### config.mk
export PLATFORM = sky130hd
export DESIGN_NAME = mem_arbiter_flat
export DESIGN_NICKNAME = d
export VERILOG_FILES = /design/src/rtl/mem_arbiter_if.sv /design/src/rtl/mem_arbiter.sv /design/src/flat_wrapper.sv
export SDC_FILE = /design/constraint.sdc
export NUM_CORES = 1
export LEC_CHECK = 0
export ABC_AREA = 1
export BUFFER_PORTS_ARGS = -buffer_cell sky130_fd_sc_hd__buf_2
export CORE_UTILIZATION = 42
export DETAILED_ROUTE_END_ITERATION = 10
export PLACE_DENSITY = 0.73
export SYNTH_ARGS = -nofsm -noshare
export SYNTH_HDL_FRONTEND = slang
export SYNTH_SLANG_ARGS = --single-unit
### constraint.sdc
create_clock -name clk -period 7.5 [get_ports clk]
set_clock_uncertainty 0.2 [all_clocks]
set_input_delay 1.5 -clock clk [delete_from_list [all_inputs] [get_ports clk]]
set_output_delay 1.5 -clock clk [all_outputs]
set_load 0.01 [all_outputs]
### src/rtl/mem_arbiter_if.sv
// rtl/mem_arbiter_if.sv - requester, RAM and stall signal bundle for mem_arbiter
//
// Purpose: groups every non-clock/reset signal of the unified byte-RAM arbiter.
//   The master modport is the pipeline/RAM side and the slave modport is the arbiter.
// Optional: MEM_ARB_ALIGN_CHECK_EN adds mem_misalign_o.
// Signals:
//   if_req_i/if_addr_i/if_cancel_i      fetch request, word address, abort
//   if_data_o/if_done_o                 fetched word and its one-cycle done pulse
//   mem_req_i/mem_we_i/mem_width_i      load/store request, store flag, 0=B 1=H 2/3=W
//   mem_signed_i/mem_addr_i/mem_wdata_i sign-extend flag, byte address, store data
//   mem_rdata_o/mem_done_o              extended load result and its done pulse
//   ram_a_o/ram_dout_o/ram_wr_o         byte RAM address, write data, write strobe
//   ram_din_i                           byte RAM read data, one cycle after address
//   stall_req_o                         pipeline stall while a request is outstanding
interface mem_arbiter_if #(
    parameter int ADDR_W = 17
);
    logic              if_req_i;
    logic [31:0]       if_addr_i;
    logic              if_cancel_i;
    logic [31:0]       if_data_o;
    logic              if_done_o;
    logic              mem_req_i;
    logic              mem_we_i;
    logic [1:0]        mem_width_i;
    logic              mem_signed_i;
    logic [31:0]       mem_addr_i;
    logic [31:0]       mem_wdata_i;
    logic [31:0]       mem_rdata_o;
    logic              mem_done_o;
    logic [ADDR_W-1:0] ram_a_o;
    logic [7:0]        ram_dout_o;
    logic              ram_wr_o;
    logic [7:0]        ram_din_i;
    logic              stall_req_o;
`ifdef MEM_ARB_ALIGN_CHECK_EN
    logic              mem_misalign_o;
`endif

    modport master (
        output if_req_i, if_addr_i, if_cancel_i,
        output mem_req_i, mem_we_i, mem_width_i, mem_signed_i, mem_addr_i, mem_wdata_i,
        output ram_din_i,
        input  if_data_o, if_done_o, mem_rdata_o, mem_done_o,
        input  ram_a_o, ram_dout_o, ram_wr_o, stall_req_o
`ifdef MEM_ARB_ALIGN_CHECK_EN
        , input mem_misalign_o
`endif
    );

    modport slave (
        input  if_req_i, if_addr_i, if_cancel_i,
        input  mem_req_i, mem_we_i, mem_width_i, mem_signed_i, mem_addr_i, mem_wdata_i,
        input  ram_din_i,
        output if_data_o, if_done_o, mem_rdata_o, mem_done_o,
        output ram_a_o, ram_dout_o, ram_wr_o, stall_req_o
`ifdef MEM_ARB_ALIGN_CHECK_EN
        , output mem_misalign_o
`endif
    );
endinterface

### src/rtl/mem_arbiter.sv
// rtl/mem_arbiter.sv - two-requester sequencer for a single byte-wide unified RAM
//
// Purpose: shares one byte RAM port between instruction fetch and load/store,
//   splitting 8/16/32-bit accesses into little-endian byte cycles, assembling and
//   extending read data, and stalling the pipeline while any request is outstanding.
// Optional: MEM_ARB_ALIGN_CHECK_EN rejects misaligned half/word load/stores in one
//   cycle and reports them on mem_misalign_o.
// Ports:
//   clk  system clock
//   rst  asynchronous active-high reset
//   bus  mem_arbiter_if.slave: fetch, load/store, RAM and stall signals
module mem_arbiter #(
    parameter int ADDR_W = 17
) (
    input  logic         clk,
    input  logic         rst,
    mem_arbiter_if.slave bus
);

    typedef enum logic [1:0] {
        IDLE  = 2'd0,
        XFER  = 2'd1,
        DRAIN = 2'd2,
        DONE  = 2'd3
    } state_t;

    state_t            state;
    state_t            state_next;

    logic              owner_mem;  // 1: load/store owns the port, 0: fetch
    logic              we;
    logic              sgn;
    logic [1:0]        width;
    logic [1:0]        last_k;     // index of the final byte (N-1)
    logic [1:0]        k;          // byte currently on the RAM address
    logic [ADDR_W-1:0] base;
    logic [31:0]       wdata;
    logic [31:0]       asm_data;
    logic              misalign;

    logic              grant_mem;
    logic              grant_if;
    logic              if_cancel_own;
    logic              req_misalign;
    logic              xfer;
    logic              cap_en;
    logic [1:0]        cap_idx;
    logic [31:0]       load_ext;
    logic              if_done;
    logic              mem_done;
    logic              unused_addr_hi;

    // Only the low ADDR_W address bits reach the RAM.
    assign unused_addr_hi = ^{bus.if_addr_i[31:ADDR_W], bus.mem_addr_i[31:ADDR_W]};

    function automatic logic [1:0] last_index(input logic [1:0] w);
        case (w)
            2'd0:    return 2'd0;
            2'd1:    return 2'd1;
            default: return 2'd3;
        endcase
    endfunction

`ifdef MEM_ARB_ALIGN_CHECK_EN
    // Width 3 is a word, so bit 1 of the width marks word accesses.
    assign req_misalign = ((bus.mem_width_i == 2'd1) && bus.mem_addr_i[0]) ||
                          (bus.mem_width_i[1] && (bus.mem_addr_i[1:0] != 2'b00));
`else
    assign req_misalign = 1'b0;
`endif

    // A cancel only matters while the fetch owns the port; MEM is never aborted.
    assign if_cancel_own = !owner_mem && bus.if_cancel_i;

    always_comb begin
        state_next = state;
        grant_mem  = 1'b0;
        grant_if   = 1'b0;
        case (state)
            IDLE: begin
                // Load/store belongs to the older instruction, so it wins.
                if (bus.mem_req_i) begin
                    grant_mem  = 1'b1;
                    state_next = req_misalign ? DONE : XFER;
                end else if (bus.if_req_i && !bus.if_cancel_i) begin
                    grant_if   = 1'b1;
                    state_next = XFER;
                end
            end
            XFER: begin
                if (if_cancel_own) begin
                    state_next = IDLE;
                end else if (k == last_k) begin
                    // Stores have nothing to capture, so they skip DRAIN.
                    state_next = we ? DONE : DRAIN;
                end
            end
            DRAIN: begin
                state_next = if_cancel_own ? IDLE : DONE;
            end
            DONE: begin
                state_next = IDLE;
            end
            default: begin
                state_next = IDLE;
            end
        endcase
    end

    assign xfer = (state == XFER);

    // RAM data lags the address by one cycle: byte k-1 arrives while byte k is
    // addressed, and the final byte arrives in DRAIN.
    assign cap_en  = (xfer && (k != 2'd0)) || (state == DRAIN);
    assign cap_idx = (state == DRAIN) ? last_k : (k - 2'd1);

    always_ff @(posedge clk or posedge rst) begin
        if (rst) begin
            state     <= IDLE;
            owner_mem <= 1'b0;
            we        <= 1'b0;
            sgn       <= 1'b0;
            width     <= 2'd0;
            last_k    <= 2'd0;
            k         <= 2'd0;
            base      <= '0;
            wdata     <= 32'd0;
            asm_data  <= 32'd0;
            misalign  <= 1'b0;
        end else begin
            state <= state_next;
            if (grant_mem || grant_if) begin
                owner_mem <= grant_mem;
                we        <= grant_mem & bus.mem_we_i;
                sgn       <= grant_mem & bus.mem_signed_i;
                width     <= grant_mem ? bus.mem_width_i : 2'd2;
                last_k    <= last_index(grant_mem ? bus.mem_width_i : 2'd2);
                base      <= grant_mem ? bus.mem_addr_i[ADDR_W-1:0]
                                       : bus.if_addr_i[ADDR_W-1:0];
                wdata     <= bus.mem_wdata_i;
                misalign  <= grant_mem & req_misalign;
                k         <= 2'd0;
                asm_data  <= 32'd0;
            end else begin
                if (xfer) begin
                    k <= k + 2'd1;
                end
                if (cap_en) begin
                    asm_data[{cap_idx, 3'b000} +: 8] <= bus.ram_din_i;
                end
            end
        end
    end

    always_comb begin
        load_ext = asm_data;
        if (width == 2'd0) begin
            load_ext = {{24{sgn & asm_data[7]}}, asm_data[7:0]};
        end else if (width == 2'd1) begin
            load_ext = {{16{sgn & asm_data[15]}}, asm_data[15:0]};
        end
    end

    // Base + k truncates to ADDR_W bits, giving the required address wrap.
    assign bus.ram_a_o    = xfer ? (base + ADDR_W'(k)) : '0;
    assign bus.ram_wr_o   = xfer & we;
    assign bus.ram_dout_o = (xfer && we) ? wdata[{k, 3'b000} +: 8] : 8'h00;

    assign if_done  = (state == DONE) && !owner_mem && !bus.if_cancel_i;
    assign mem_done = (state == DONE) && owner_mem;

    assign bus.if_done_o   = if_done;
    assign bus.if_data_o   = if_done ? asm_data : 32'd0;
    assign bus.mem_done_o  = mem_done;
    assign bus.mem_rdata_o = (mem_done && !misalign) ? load_ext : 32'd0;

`ifdef MEM_ARB_ALIGN_CHECK_EN
    assign bus.mem_misalign_o = mem_done && misalign;
`endif

    // Reset forces every output low, including the stall.
    assign bus.stall_req_o = !rst && ((bus.if_req_i && !if_done) ||
                                      (bus.mem_req_i && !mem_done));

endmodule
### src/flat_wrapper.sv
// flat-port wrapper written by rule: the top's interface ports become plain ports
module mem_arbiter_flat 
#(
    parameter int ADDR_W = 17
)
  (clk, rst, bus_if_req_i, bus_if_addr_i, bus_if_cancel_i, bus_mem_req_i, bus_mem_we_i, bus_mem_width_i, bus_mem_signed_i, bus_mem_addr_i, bus_mem_wdata_i, bus_ram_din_i, bus_if_data_o, bus_if_done_o, bus_mem_rdata_o, bus_mem_done_o, bus_ram_a_o, bus_ram_dout_o, bus_ram_wr_o, bus_stall_req_o);
  mem_arbiter_if #(.ADDR_W(ADDR_W)) bus_i ();
  input  logic clk;
  input  logic rst;
  input wire logic [$bits(bus_i.if_req_i)-1:0] bus_if_req_i;
  input wire logic [$bits(bus_i.if_addr_i)-1:0] bus_if_addr_i;
  input wire logic [$bits(bus_i.if_cancel_i)-1:0] bus_if_cancel_i;
  input wire logic [$bits(bus_i.mem_req_i)-1:0] bus_mem_req_i;
  input wire logic [$bits(bus_i.mem_we_i)-1:0] bus_mem_we_i;
  input wire logic [$bits(bus_i.mem_width_i)-1:0] bus_mem_width_i;
  input wire logic [$bits(bus_i.mem_signed_i)-1:0] bus_mem_signed_i;
  input wire logic [$bits(bus_i.mem_addr_i)-1:0] bus_mem_addr_i;
  input wire logic [$bits(bus_i.mem_wdata_i)-1:0] bus_mem_wdata_i;
  input wire logic [$bits(bus_i.ram_din_i)-1:0] bus_ram_din_i;
  output wire logic [$bits(bus_i.if_data_o)-1:0] bus_if_data_o;
  output wire logic [$bits(bus_i.if_done_o)-1:0] bus_if_done_o;
  output wire logic [$bits(bus_i.mem_rdata_o)-1:0] bus_mem_rdata_o;
  output wire logic [$bits(bus_i.mem_done_o)-1:0] bus_mem_done_o;
  output wire logic [$bits(bus_i.ram_a_o)-1:0] bus_ram_a_o;
  output wire logic [$bits(bus_i.ram_dout_o)-1:0] bus_ram_dout_o;
  output wire logic [$bits(bus_i.ram_wr_o)-1:0] bus_ram_wr_o;
  output wire logic [$bits(bus_i.stall_req_o)-1:0] bus_stall_req_o;
  assign bus_i.if_req_i = bus_if_req_i;
  assign bus_i.if_addr_i = bus_if_addr_i;
  assign bus_i.if_cancel_i = bus_if_cancel_i;
  assign bus_i.mem_req_i = bus_mem_req_i;
  assign bus_i.mem_we_i = bus_mem_we_i;
  assign bus_i.mem_width_i = bus_mem_width_i;
  assign bus_i.mem_signed_i = bus_mem_signed_i;
  assign bus_i.mem_addr_i = bus_mem_addr_i;
  assign bus_i.mem_wdata_i = bus_mem_wdata_i;
  assign bus_i.ram_din_i = bus_ram_din_i;
  assign bus_if_data_o = bus_i.if_data_o;
  assign bus_if_done_o = bus_i.if_done_o;
  assign bus_mem_rdata_o = bus_i.mem_rdata_o;
  assign bus_mem_done_o = bus_i.mem_done_o;
  assign bus_ram_a_o = bus_i.ram_a_o;
  assign bus_ram_dout_o = bus_i.ram_dout_o;
  assign bus_ram_wr_o = bus_i.ram_wr_o;
  assign bus_stall_req_o = bus_i.stall_req_o;
  mem_arbiter #(.ADDR_W(ADDR_W)) u_core (.clk(clk), .rst(rst), .bus(bus_i));
endmodule
==> results of run 1 <==
## cell type report
cell class                      count  area (µm²)  share of cell area (%)
Sequential cell                    91        2280                    34.2
Timing Repair Buffer              177         891                    13.4
Inverter                           98         369                    5.54
Tap cell                          172         215                    3.23
Clock inverter                      6        47.5                   0.714
Clock buffer                       10         229                    3.44
Multi-Input combinational cell    570        2630                    39.5
## critical path, cell delays in order, from the launching register on
cell and delay [ps]:
sky130_fd_sc_hd__dfrtp_1 1040, sky130_fd_sc_hd__ha_1 360, sky130_fd_sc_hd__fa_1 210, sky130_fd_sc_hd__nand2_1 90, sky130_fd_sc_hd__nor2_1 190, sky130_fd_sc_hd__nand2_1 150, sky130_fd_sc_hd__o21ai_0 170, sky130_fd_sc_hd__inv_1 50
sky130_fd_sc_hd__nor3_1 170, sky130_fd_sc_hd__buf_2 180
## cell usage after synthesis, types with 2 or more instances
cell type and number:
sky130_fd_sc_hd__buf_6 2, sky130_fd_sc_hd__clkbuf_1 14, sky130_fd_sc_hd__nand2_2 6, sky130_fd_sc_hd__buf_1 2, sky130_fd_sc_hd__nor2_1 141, sky130_fd_sc_hd__o21a_1 3, sky130_fd_sc_hd__buf_2 12, sky130_fd_sc_hd__o22ai_1 13
sky130_fd_sc_hd__o21ai_0 54, sky130_fd_sc_hd__a21oi_2 10, sky130_fd_sc_hd__nand3_1 29, sky130_fd_sc_hd__a21oi_4 2, sky130_fd_sc_hd__dfrtp_1 91, sky130_fd_sc_hd__buf_4 5, sky130_fd_sc_hd__nor3_1 5, sky130_fd_sc_hd__inv_2 5
sky130_fd_sc_hd__a21oi_1 44, sky130_fd_sc_hd__ha_1 6, sky130_fd_sc_hd__inv_1 93, sky130_fd_sc_hd__nand2_4 4, sky130_fd_sc_hd__nand2_1 234, sky130_fd_sc_hd__o211ai_1 8
## power groups by stage
stage / Combinational [µW] / Sequential [µW] / Clock, µW
4_1_cts: 1310 / 901 / 446
5_1_grt: 1490 / 936 / 467
3_5_place_dp: 1300 / 909 / 0
2_1_floorplan: 1060 / 814 / 0
6_report: 1310 / 903 / 435
3_3_place_gp: 1290 / 903 / 0
## final timing paths
kind / slack [ps] / endpoint / start / cells past startpoint
max: 2850 / bus_ram_a_o[10] / u_core.k[0] / 9
min: 270 / u_core.wdata[4] / u_core.wdata[4] / 2
max reg2reg: 4130 / u_core.asm_data[28] / u_core.k[0] / 10
min reg2reg: 270 / u_core.wdata[4] / u_core.wdata[4] / 2
max in group asynchronous: 4930 / u_core.asm_data[28] / rst / 3
min in group asynchronous: 1010 / u_core.state[0] / rst / 2
## sequential cells by signal, summed over array words and instances, names as in the netlist
| signal | flops |
|---|---|
| u_core.last_k | 2 |
| u_core.width | 1 |
| u_core.wdata | 32 |
| u_core.asm_data | 32 |
| u_core.owner_mem | 1 |
| u_core.k | 2 |
| u_core.sgn | 1 |
| u_core.we | 1 |
| u_core.base | 17 |
| u_core.state | 2 |
## layout by cell type (no fill, tap or decap), types with 6 or more instances in the layout
master	count
sky130_fd_sc_hd__dfrtp_1	91
sky130_fd_sc_hd__nor2_1	141
sky130_fd_sc_hd__o211ai_1	8
sky130_fd_sc_hd__o22ai_1	13
sky130_fd_sc_hd__nand2_2	7
sky130_fd_sc_hd__buf_2	175
sky130_fd_sc_hd__inv_1	92
sky130_fd_sc_hd__a21oi_1	44
sky130_fd_sc_hd__a21oi_2	10
sky130_fd_sc_hd__nand2_1	233
sky130_fd_sc_hd__ha_1	6
sky130_fd_sc_hd__nand3_1	29
sky130_fd_sc_hd__clkbuf_16	9
sky130_fd_sc_hd__o21ai_0	54
## logic make-up after synthesis
family                   share of synthesized area, %
AND/OR/NAND/NOR                                  31.1
adder cells (fa/ha/maj)                          1.74
XOR/XNOR                                        0.161
buffers and inverters                            10.1
flip-flops                                       41.8
AO/OA/AOI/OAI                                    15.2
## stage by stage
step	hold slack (ps)	worst slack [ps]	utilization, %	cells
2_1_floorplan	244	3390	-	794
3_3_place_gp	257	3040	50.6	1108
3_5_place_dp	260	3010	50.6	1108
4_1_cts	279	2850	52.8	1124
5_1_grt	295	2610	52.8	1124
6_report	275	2850	52.8	1124
## metal layers
metal  up-vias  global-route usage, %
met4         0                   5.73
li1       2791                      -
met3        13                   5.49
met1      2459                   31.5
met2       148                   35.9
met5         -                      0
==> load_flow_metrics.sql, run 1 <==
INSERT INTO impl_metrics (metric_group, metric, value, unit) VALUES
('floorplan', 'initial_core_util', '43.2', '%'),
('global_route', 'antenna_violations_before_repair', '0', ''),
('detailed_routing', 'wirelength_met1', '7360', 'µm'),
('clocking', 'post_cts_buffers', '0', ''),
('finish', 'diodes', '0', ''),
('global_route', 'grt_max_degree', '58', ''),
('floorplan', 'die-width', '116', 'µm'),
('clocking', 'cts_buffers', '9', ''),
('sta', 'final_max_slew_viol_count', '0', ''),
('job', 'number_of_violations_of_the_max_capacitance_limit', '0', ''),
('detailed_routing', 'via_count', '5411', ''),
('sta', 'rsz0062_at_grt', 'no', ''),
('place', 'dp_hpwl', '10700', 'µm'),
('global_route', 'grt_use_total', '22.8', '%'),
('clocking', 'tritoncts', 'built', ''),
('critical_path', 'startpoint_class_of_the_critical_path', 'register', ''),
('clocking', 'clk-insertion-delay-late', '350', 'ps'),
('finish', 'area_growth', '22.1', '%'),
('pwr', 'power_switching', '1290', 'µW'),
('sta', 'worst_pin_slew', '1050', 'ps'),
('floorplan', 'num_rows', '41', ''),
('pwr', 'p_sw_share', '48.5', '%'),
('pwr', 'total_power_draw', '2650', 'µW'),
('outcome', 'status', 'complete, no violations', ''),
('yosys', 'synthesis.instances', '794', ''),
('detailed_routing', 'drt_wl_total', '15000', 'µm'),
('detailed_routing', 'detail_route.first_pass.iterations', '4', ''),
('global_route', 'grt_overflow_total', '0', ''),
('detailed_routing', 'ant_nets', '0', ''),
('pwr', 'power_per_cell_area', '398', 'nW/µm²'),
('floorplan', 'pin_count', '206', ''),
('finish', 'layout.filler_cells', '1323', ''),
('sta', 'fmax', '0.215', 'GHz'),
('place', 'gpl.final_weighted_congestion', '0.863', ''),
('pwr', 'power.internal', '1360', 'µW'),
('hold_path', 'hp-class', 'register to register', ''),
('clocking', 'htree_num_levels', '3', ''),
('yosys', 'synth_ff_type', 'sky130_fd_sc_hd__dfrtp_1', ''),
('clocking', 'clock-sinks', '91', ''),
('sta', 'min_period', '4650', 'ps'),
('clocking', 'cts_resized', '0', ''),
('critical_path', 'crit_required', '5800', 'ps'),
('clocking', 'clock_path_buffers', '2', ''),
('critical_path', 'biggest_fanout_along_the_worst_timing_path', '34', ''),
('global_route', 'first_global_vias', '4729', ''),
('yosys', 'synthDominantCellAreaShare', '41.8', '%'),
('yosys', 'post_synth_instance_area', '5450', 'µm²'),
('global_route', 'grt_pass1_wl', '23300', 'µm'),
('detailed_routing', 'route.detailed.wl_per_inst', '13.4', 'µm'),
('yosys', 'synth_area_per_cell', '6.87', 'µm²'),
('pwr', 'total_leakage_power', '0.00356', 'µW'),
('finish', 'final_net_count', '1067', ''),
('pwr', 'irDropWorstVdd', '0.157', 'mV'),
('sta', 'total_setup_violations_reported_at_the_end_of_the_flow', '0', ''),
('critical_path', 'timing.critical_path.to_type', 'primary output', ''),
('pwr', 'clockPowerShare', '16.4', '%'),
('yosys', 'synth.top_cells.by_area', 'sky130_fd_sc_hd__dfrtp_1, sky130_fd_sc_hd__nand2_1, sky130_fd_sc_hd__nor2_1', ''),
('sta', 'setup_total_negative_slack', '0', 'ps'),
('sta', 'timing_hold_violations_final', '0', ''),
('yosys', 'synth.yosys.warnings', '0', ''),
('detailed_routing', 'first_iter_violations', '316', ''),
('sta', 'post-route-period-util', '62.0', '%'),
('place', 'placement.io_buffers', '175', ''),
('clocking', 'postCtsHoldBufs', '0', ''),
('detailed_routing', 'met3WireLength', '677', 'µm'),
('floorplan', 'dieArea', '13400', 'µm²'),
('yosys', 'share_of_synthesized_area_occupied_by_flip_flops_and_latches', '41.8', '%'),
('yosys', 'asyncSetResetFlopFracSynth', '100', '%'),
('finish', 'stdcell_area', '6660', 'µm²'),
('clocking', 'cts_root_buf', 'sky130_fd_sc_hd__clkbuf_16', ''),
('yosys', 'synth_enable_flop_cells', '0', '');
No activity file was read; power rests on OpenSTA's default activity.
==> inputs of run 2 (changes only) <==
==> constraint.sdc (replaced) <==
create_clock -name clk -period 4.5 [get_ports clk]
set_clock_uncertainty 0.2 [all_clocks]
set_input_delay 0.9 -clock clk [delete_from_list [all_inputs] [get_ports clk]]
set_output_delay 0.9 -clock clk [all_outputs]
set_load 0.01 [all_outputs]
==> run 2 against run 1 <==
Effect of this change: design area grew 0.77%; first-iteration DRC count grew 34%; sequential power grew 58%; wire length shrank 3.6%; sequential share of layout area shrank 0.26 points; non-clock buffer count grew 4; combinational power grew 73%; highest routed layer unchanged.
==> load_flow_metrics.sql, run 2 (synthesis results as in run 1) <==
INSERT INTO impl_metrics (metric_group, metric, value, unit) VALUES
('sta', 'timing_hold_violations_final', '0', ''),
('clocking', 'htree_num_levels', '3', ''),
('critical_path', 'worstReg2RegStart', 'u_core.k[1]', ''),
('finish', 'final_net_count', '1071', ''),
('critical_path', 'worstPathBufferInverterCount', '2', ''),
('critical_path', 'worstPathCellList', 'fa_1 -> nand2_1 -> nor2_1 -> nand2_1 -> o21ai_0 -> inv_1 -> nor3_1 -> buf_2', ''),
('clocking', 'postCtsHoldBufs', '0', ''),
('global_route', 'grt_max_degree', '55', ''),
('critical_path', 'startpoint_class_of_the_critical_path', 'register', ''),
('pwr', 'total_power_draw', '4440', 'µW'),
('finish', 'layout.filler_cells', '1261', ''),
('place', 'gpl.final_weighted_congestion', '0.873', ''),
('sta', 'slew-limit-headroom', '35.3', '%'),
('critical_path', 'crit_path_frequent_cell', 'sky130_fd_sc_hd__nand2_1', ''),
('pwr', 'power_per_cell_area', '662', 'nW/µm²'),
('floorplan', 'die-width', '116', 'µm'),
('critical_path', 'biggest_fanout_along_the_worst_timing_path', '19', ''),
('clocking', 'clock-sinks', '91', ''),
('hold_path', 'hp-class', 'register to register', ''),
('detailed_routing', 'first_iter_violations', '422', ''),
('hold_path', 'hold-path-endpoint', 'u_core.asm_data[30]', ''),
('pwr', 'total_leakage_power', '0.00359', 'µW'),
('clocking', 'post_cts_buffers', '0', ''),
('detailed_routing', 'detail_route.first_pass.iterations', '5', ''),
('floorplan', 'num_rows', '41', ''),
('critical_path', 'reg2reg_to', 'u_core.asm_data[27]', ''),
('sta', 'setup_slack', '922', 'ps'),
('sta', 'min_period', '3580', 'ps'),
('floorplan', 'dieArea', '13400', 'µm²'),
('sta', 'post-route-period-util', '79.5', '%'),
('global_route', 'grt_pass1_wl', '23100', 'µm'),
('critical_path', 'critical-path-top-delay-family', 'flip-flops', ''),
('clocking', 'cts_buffers', '9', ''),
('clocking', 'tritoncts', 'built', ''),
('global_route', 'first_global_vias', '4700', ''),
('detailed_routing', 'route.detailed.wl_per_inst', '12.9', 'µm'),
('sta', 'total_setup_violations_reported_at_the_end_of_the_flow', '0', ''),
('finish', 'layout.cells.most_common', 'sky130_fd_sc_hd__nand2_1', ''),
('clocking', 'clock_path_buffers', '2', ''),
('hold_path', 'timing.hold.worst_path_depth', '2', ''),
('finish', 'layout-drive-gt1-share', '24.3', '%'),
('global_route', 'grt_use_total', '21.9', '%'),
('floorplan', 'floorplan.die.height', '116', 'µm'),
('finish', 'reg_top3', 'u_core.asm_data: 32 flops, u_core.wdata: 32 flops, u_core.base: 17 flops', ''),
('place', 'dp_hpwl', '10600', 'µm'),
('clocking', 'cts_root_buf', 'sky130_fd_sc_hd__clkbuf_16', ''),
('sta', 'rsz0062_at_grt', 'no', ''),
('detailed_routing', 'drt_wl_total', '14500', 'µm'),
('job', 'number_of_violations_of_the_max_capacitance_limit', '0', ''),
('finish', 'finalNonFillerCells', '1128', ''),
('detailed_routing', 'drt_drc_violations_left', '0', ''),
('critical_path', 'max_stage_delay', '810', 'ps'),
('hold_path', 'hold_start', 'u_core.asm_data[30]', ''),
('place', 'placement.io_buffers', '175', ''),
('global_route', 'antenna_violations_before_repair', '0', ''),
('outcome', 'status', 'complete, no violations', ''),
('detailed_routing', 'avgViaCountPerCell', '4.76', ''),
('sta', 'setup_total_negative_slack', '0', 'ps'),
('finish', 'diodes', '0', ''),
('global_route', 'grt_overflow_total', '0', ''),
('critical_path', 'reg2reg_depth', '10', ''),
('critical_path', 'worstSetupPathDepth', '8', ''),
('clocking', 'cts_resized', '0', ''),
('clocking', 'clk-insertion-delay-late', '330', 'ps'),
('finish', 'fin_util', '53.2', '%'),
('detailed_routing', 'ant_nets', '0', ''),
('detailed_routing', 'via_count', '5366', ''),
('sta', 'worst_pin_slew', '970', 'ps'),
('critical_path', 'crit_path_top_delay_cell', 'sky130_fd_sc_hd__dfrtp_1', ''),
('place', 'place_ws', '1230', 'ps'),
('sta', 'fmax', '0.280', 'GHz'),
('critical_path', 'timing.setup.critical_path_class', 'register to primary output', ''),
('place', 'dp.cells', '1112', ''),
('critical_path', 'timing.critical_path.to_type', 'primary output', ''),
('critical_path', 'crit_required', '3400', 'ps'),
('floorplan', 'pin_count', '206', ''),
('pwr', 'irDropWorstVdd', '0.274', 'mV'),
('critical_path', 'timing.critical_path.arrival', '2480', 'ps'),
('critical_path', 'ff2ff_setup_slack', '1470', 'ps'),
('finish', 'area_growth', '23.1', '%'),
('sta', 'final_max_slew_viol_count', '0', ''),
('clocking', 'clk_pin_slew_worst_paths', '70', 'ps'),
('finish', 'layout.cells.most_common_list', 'sky130_fd_sc_hd__nand2_1, sky130_fd_sc_hd__buf_2, sky130_fd_sc_hd__nor2_1', ''),
('floorplan', 'initial_core_util', '43.2', '%'),
('floorplan', 'core_region_area', '12600', 'µm²');
==> run 2: changes by cell type in the layout (fill, tap and decap cells not counted) <==
cell                       delta
sky130_fd_sc_hd__clkbuf_1     -1
sky130_fd_sc_hd__inv_6        -3
sky130_fd_sc_hd__buf_4        +4
sky130_fd_sc_hd__clkinv_8     +1
sky130_fd_sc_hd__inv_8        +2
sky130_fd_sc_hd__clkinv_4     +2
sky130_fd_sc_hd__clkinv_2     -1
==> run 2: per-stage QoR <==
| step | hold WS (ps) | cell area (µm²) |
|---|---|---|
| 6_report | 277 | 6710 |
| 4_1_cts | 282 | 6710 |
| 3_3_place_gp | 258 | 6410 |
| 5_1_grt | 298 | 6710 |
| 2_1_floorplan | 244 | 5450 |
| 3_5_place_dp | 264 | 6410 |
==> run 2: how the worst max path moves through the flow <==
| stage | endpoint | startpoint |
|---|---|---|
| 2_1_floorplan | u_core.asm_data[0] | rst |
| 3_3_place_gp | bus_stall_req_o | bus_if_cancel_i |
| 3_5_place_dp | bus_stall_req_o | bus_if_cancel_i |
| 4_1_cts | bus_mem_rdata_o[27] | u_core.state[1] |
| 5_1_grt | bus_mem_rdata_o[17] | u_core.state[1] |
| 6_report | bus_ram_a_o[10] | u_core.k[1] |
==> run 2: area by class of cell <==
cell class                 instances  area, µm²  area share [%]
clock inverter                     7       72.6            1.08
clock buffer                       9        225            3.36
tap                              172        215            3.21
sequential                        91       2280            33.9
timing repair buffer             181        921            13.7
inverter                          98        369            5.50
multi-input combinational        570       2630            39.2
==> run 2: tightest hold or removal path, stage by stage, from the launching register on <==
cell                      delay [ps]
sky130_fd_sc_hd__dfrtp_1         340
sky130_fd_sc_hd__nand2_1          50
sky130_fd_sc_hd__nand2_1          60
==> run 2: routing by layer <==
layer	track usage, %	wire (µm)	vias up
met1	31.9	7180	2403
met3	3.19	646	17
met2	34.6	6490	154
met4	4.62	182	0
li1	-	-	2792
met5	0	0	-
==> run 2: power breakdown <==
group / switching (µW) / internal, µW / total, µW / leakage [µW]
clock network: 351 / 391 / 742 / 0.000143
logic: 1540 / 726 / 2270 / 0.00229
registers: 252 / 1180 / 1430 / 0.00116
total: 2140 / 2300 / 4440 / 0.00359
==> inputs of run 3 (changes only) <==
--- a/config.mk
+++ b/config.mk
@@ -5,11 +5,11 @@
 export SDC_FILE = /design/constraint.sdc
 export NUM_CORES = 1
 export LEC_CHECK = 0
-export ABC_AREA = 1
+export ABC_AREA = 0
 export BUFFER_PORTS_ARGS = -buffer_cell sky130_fd_sc_hd__buf_2
 export CORE_UTILIZATION = 42
 export DETAILED_ROUTE_END_ITERATION = 10
-export PLACE_DENSITY = 0.73
+export PLACE_DENSITY = 0.76
 export SYNTH_ARGS = -nofsm -noshare
 export SYNTH_HDL_FRONTEND = slang
 export SYNTH_SLANG_ARGS = --single-unit
==> constraint.sdc (replaced) <==
create_clock -name clk -period 3.1 [get_ports clk]
set_clock_uncertainty 0.2 [all_clocks]
set_input_delay 0.62 -clock clk [delete_from_list [all_inputs] [get_ports clk]]
set_output_delay 0.62 -clock clk [all_outputs]
set_load 0.01 [all_outputs]
==> run 3 against run 2 <==
Effect of this change: sequential share of layout area rose by 0.082 points; largest cell class unchanged; hold slack got worse by 66 ps; non-clock buffer count increased by 11; critical path type unchanged; clock power grew 58%; die area down 2.5%; wire length is 4.4% lower; design area down 0.24%; first-iteration DRC count down 35%.
==> load_flow_metrics.sql, run 3 <==
INSERT INTO impl_metrics (metric_group, metric, value, unit) VALUES
('outcome', 'status', 'complete, no violations', ''),
('detailed_routing', 'first_iter_violations', '276', ''),
('place', 'placed_area', '6350', 'µm²'),
('clocking', 'cts_buffers', '9', ''),
('clocking', 'clk_pin_slew_worst_paths', '70', 'ps'),
('clocking', 'htree_num_levels', '3', ''),
('yosys', 'synth.yosys.warnings', '0', ''),
('clocking', 'postCtsHoldBufs', '0', ''),
('floorplan', 'num_rows', '40', ''),
('floorplan', 'pin_count', '206', ''),
('sta', 'min_period', '2980', 'ps'),
('clocking', 'clock_path_buffers', '2', ''),
('finish', 'area_growth', '25.9', '%'),
('place', 'dp_hpwl', '10200', 'µm'),
('yosys', 'syn-num-nets', '723', ''),
('yosys', 'yosysUniqueCellTypes', '61', ''),
('floorplan', 'die-width', '114', 'µm'),
('place', 'placement.io_buffers', '175', ''),
('clocking', 'clock-sinks', '91', ''),
('finish', 'layout.cells.most_common_list', 'sky130_fd_sc_hd__buf_2, sky130_fd_sc_hd__nand2_1, sky130_fd_sc_hd__dfrtp_1', ''),
('yosys', 'synthMostInstantiatedCell', 'sky130_fd_sc_hd__nand2_1', ''),
('hold_path', 'hp-class', 'input port to asynchronous set/reset pin', ''),
('yosys', 'synth_area_per_cell', '8.81', 'µm²'),
('detailed_routing', 'ant_nets', '0', ''),
('yosys', 'share_of_synthesized_area_occupied_by_flip_flops_and_latches', '42.8', '%'),
('clocking', 'cts_resized', '2', ''),
('place', 'gpl.final_weighted_congestion', '0.784', ''),
('global_route', 'antenna_violations_before_repair', '0', ''),
('detailed_routing', 'avgViaCountPerCell', '5.19', ''),
('sta', 'timing_hold_violations_final', '0', ''),
('yosys', 'synth_enable_flop_cells', '0', ''),
('finish', 'stdcell_area', '6690', 'µm²'),
('yosys', 'synth_top_cells_by_count', 'sky130_fd_sc_hd__nand2_1, sky130_fd_sc_hd__dfrtp_1, sky130_fd_sc_hd__nor2_1', ''),
('clocking', 'clk-insertion-delay-late', '340', 'ps'),
('detailed_routing', 'drt_drc_violations_left', '0', ''),
('critical_path', 'timing.critical_path.to_type', 'primary output', ''),
('yosys', 'synth_ff_type', 'sky130_fd_sc_hd__dfrtp_1', ''),
('pwr', 'irDropWorstVdd', '0.452', 'mV'),
('global_route', 'first_global_vias', '4496', ''),
('yosys', 'ys_ff_latch', '91', ''),
('yosys', 'synthDominantCellAreaShare', '42.8', '%'),
('finish', 'layout.cells.most_common', 'sky130_fd_sc_hd__buf_2', ''),
('sta', 'post-route-period-util', '96.0', '%'),
('sta', 'worst_pin_slew', '696', 'ps'),
('place', 'place_ws', '220', 'ps'),
('critical_path', 'crit_required', '2280', 'ps'),
('critical_path', 'biggest_fanout_along_the_worst_timing_path', '5', ''),
('yosys', 'post_synth_instance_area', '5320', 'µm²'),
('sta', 'slew-limit-headroom', '53.5', '%'),
('finish', 'reg_top3', 'u_core.asm_data: 32 flops, u_core.wdata: 32 flops, u_core.base: 17 flops', ''),
('yosys', 'synth.top_cells.by_area', 'sky130_fd_sc_hd__dfrtp_1, sky130_fd_sc_hd__nand2_1, sky130_fd_sc_hd__and2_1', ''),
('floorplan', 'floorplan.die.height', '114', 'µm'),
('sta', 'final_max_slew_viol_count', '0', ''),
('critical_path', 'startpoint_class_of_the_critical_path', 'register', ''),
('sta', 'total_setup_violations_reported_at_the_end_of_the_flow', '0', ''),
('clocking', 'tritoncts', 'built', ''),
('floorplan', 'dieArea', '13100', 'µm²'),
('detailed_routing', 'detail_route.first_pass.iterations', '5', ''),
('clocking', 'post_cts_buffers', '0', ''),
('critical_path', 'timing.critical_path.arrival', '2160', 'ps'),
('global_route', 'grt_max_degree', '92', ''),
('sta', 'setup_total_negative_slack', '0', 'ps'),
('global_route', 'grt_pass1_wl', '22700', 'µm'),
('yosys', 'synthesis.instances', '603', ''),
('global_route', 'grt_use_total', '21.9', '%'),
('pwr', 'total_power_draw', '6560', 'µW'),
('finish', 'layout-drive-gt1-share', '31.8', '%'),
('detailed_routing', 'route.detailed.wl_per_inst', '14.8', 'µm'),
('yosys', 'asyncSetResetFlopFracSynth', '100', '%'),
('global_route', 'grt_overflow_total', '0', ''),
('critical_path', 'timing.setup.critical_path_class', 'register to primary output', ''),
('pwr', 'power_per_cell_area', '980', 'nW/µm²'),
('detailed_routing', 'via_count', '4869', ''),
('sta', 'rsz0062_at_grt', 'no', ''),
('job', 'number_of_violations_of_the_max_capacitance_limit', '0', ''),
('floorplan', 'core_region_area', '12200', 'µm²'),
('finish', 'final_net_count', '885', ''),
('clocking', 'cts_root_buf', 'sky130_fd_sc_hd__clkbuf_16', ''),
('yosys', 'synthDominantAreaCellType', 'sky130_fd_sc_hd__dfrtp_1', ''),
('sta', 'setup_slack', '123', 'ps'),
('pwr', 'total_leakage_power', '0.00337', 'µW'),
('floorplan', 'initial_core_util', '43.7', '%'),
('finish', 'diodes', '0', ''),
('sta', 'fmax', '0.336', 'GHz'),
('detailed_routing', 'drt_wl_total', '13900', 'µm');
-- run 3: cell count changes after synthesis, sizes merged, moves of 30 or more --
| cell | delta |
|---|---|
| nor2 | -106 |
| nand2 | -81 |
| inv | -73 |
| o21ai | -41 |
| a21oi | -33 |
| and2 | +30 |
-- run 3: per-stage QoR --
step	instances	hold slack, ps	utilization, %
floorplan	603	240	-
global placement	922	255	52.3
detailed placement	922	257	52.3
CTS	938	250	54.9
global route	938	267	55.0
finish	938	211	55.0
-- run 3: layer usage --
metal	GRT usage (%)	share of wire, %	wire (µm)	vias up
met5	0	0	0	-
met4	4.42	0.89	124	0
met3	4.66	5.4	743	14
met2	35.4	48	6610	149
met1	30.6	46	6380	2313
li1	-	-	-	2393
-- run 3: final cells by class --
cell class / count / area [µm²]
inverter: 25 / 97.6
multi-input combinational: 446 / 2780
clock buffer: 10 / 229
clock inverter: 6 / 88.8
sequential: 91 / 2280
fill: 1155 / 5470
timing repair buffer: 192 / 1020
tap: 168 / 210
-- run 3: critical path, cell delays in order (launching register included) --
cell and delay (ps):
sky130_fd_sc_hd__dfrtp_1 400, sky130_fd_sc_hd__buf_4 170, sky130_fd_sc_hd__ha_1 270, sky130_fd_sc_hd__a21o_1 220, sky130_fd_sc_hd__nand2_1 90, sky130_fd_sc_hd__or3_1 350, sky130_fd_sc_hd__a21oi_1 150, sky130_fd_sc_hd__buf_2 160
-- run 3: worst paths after layout --
kind | from | end | slack, ps | cells past startpoint
max | u_core.k[1] | bus_ram_a_o[9] | 120 | 7
min | rst | u_core.asm_data[15] | 210 | 3
max reg2reg | u_core.state[0] | u_core.asm_data[10] | 220 | 6
min reg2reg | u_core.wdata[18] | u_core.wdata[18] | 270 | 2
max in group asynchronous | rst | u_core.wdata[5] | 2090 | 3
min in group clk | bus_mem_wdata_i[28] | u_core.wdata[28] | 270 | 3
-- run 3: power by group --
part,internal [µW],switching (µW)
Clock,708,466
Combinational,1330,1910
Sequential,1710,434
-- run 3: cells by family (layout without fill, tap and decap cells) --
| group | Yosys count | after routing | synth area share (%) |
|---|---|---|---|
| mux | 19 | 19 | 6.45 |
| compound gates | 100 | 100 | 14.0 |
| simple gates | 307 | 307 | 27.2 |
| xor+xnor | 13 | 13 | 2.14 |
| fa+ha+maj | 7 | 7 | 1.79 |
| flops | 91 | 91 | 42.8 |
| buf+inv | 66 | 233 | 5.56 |
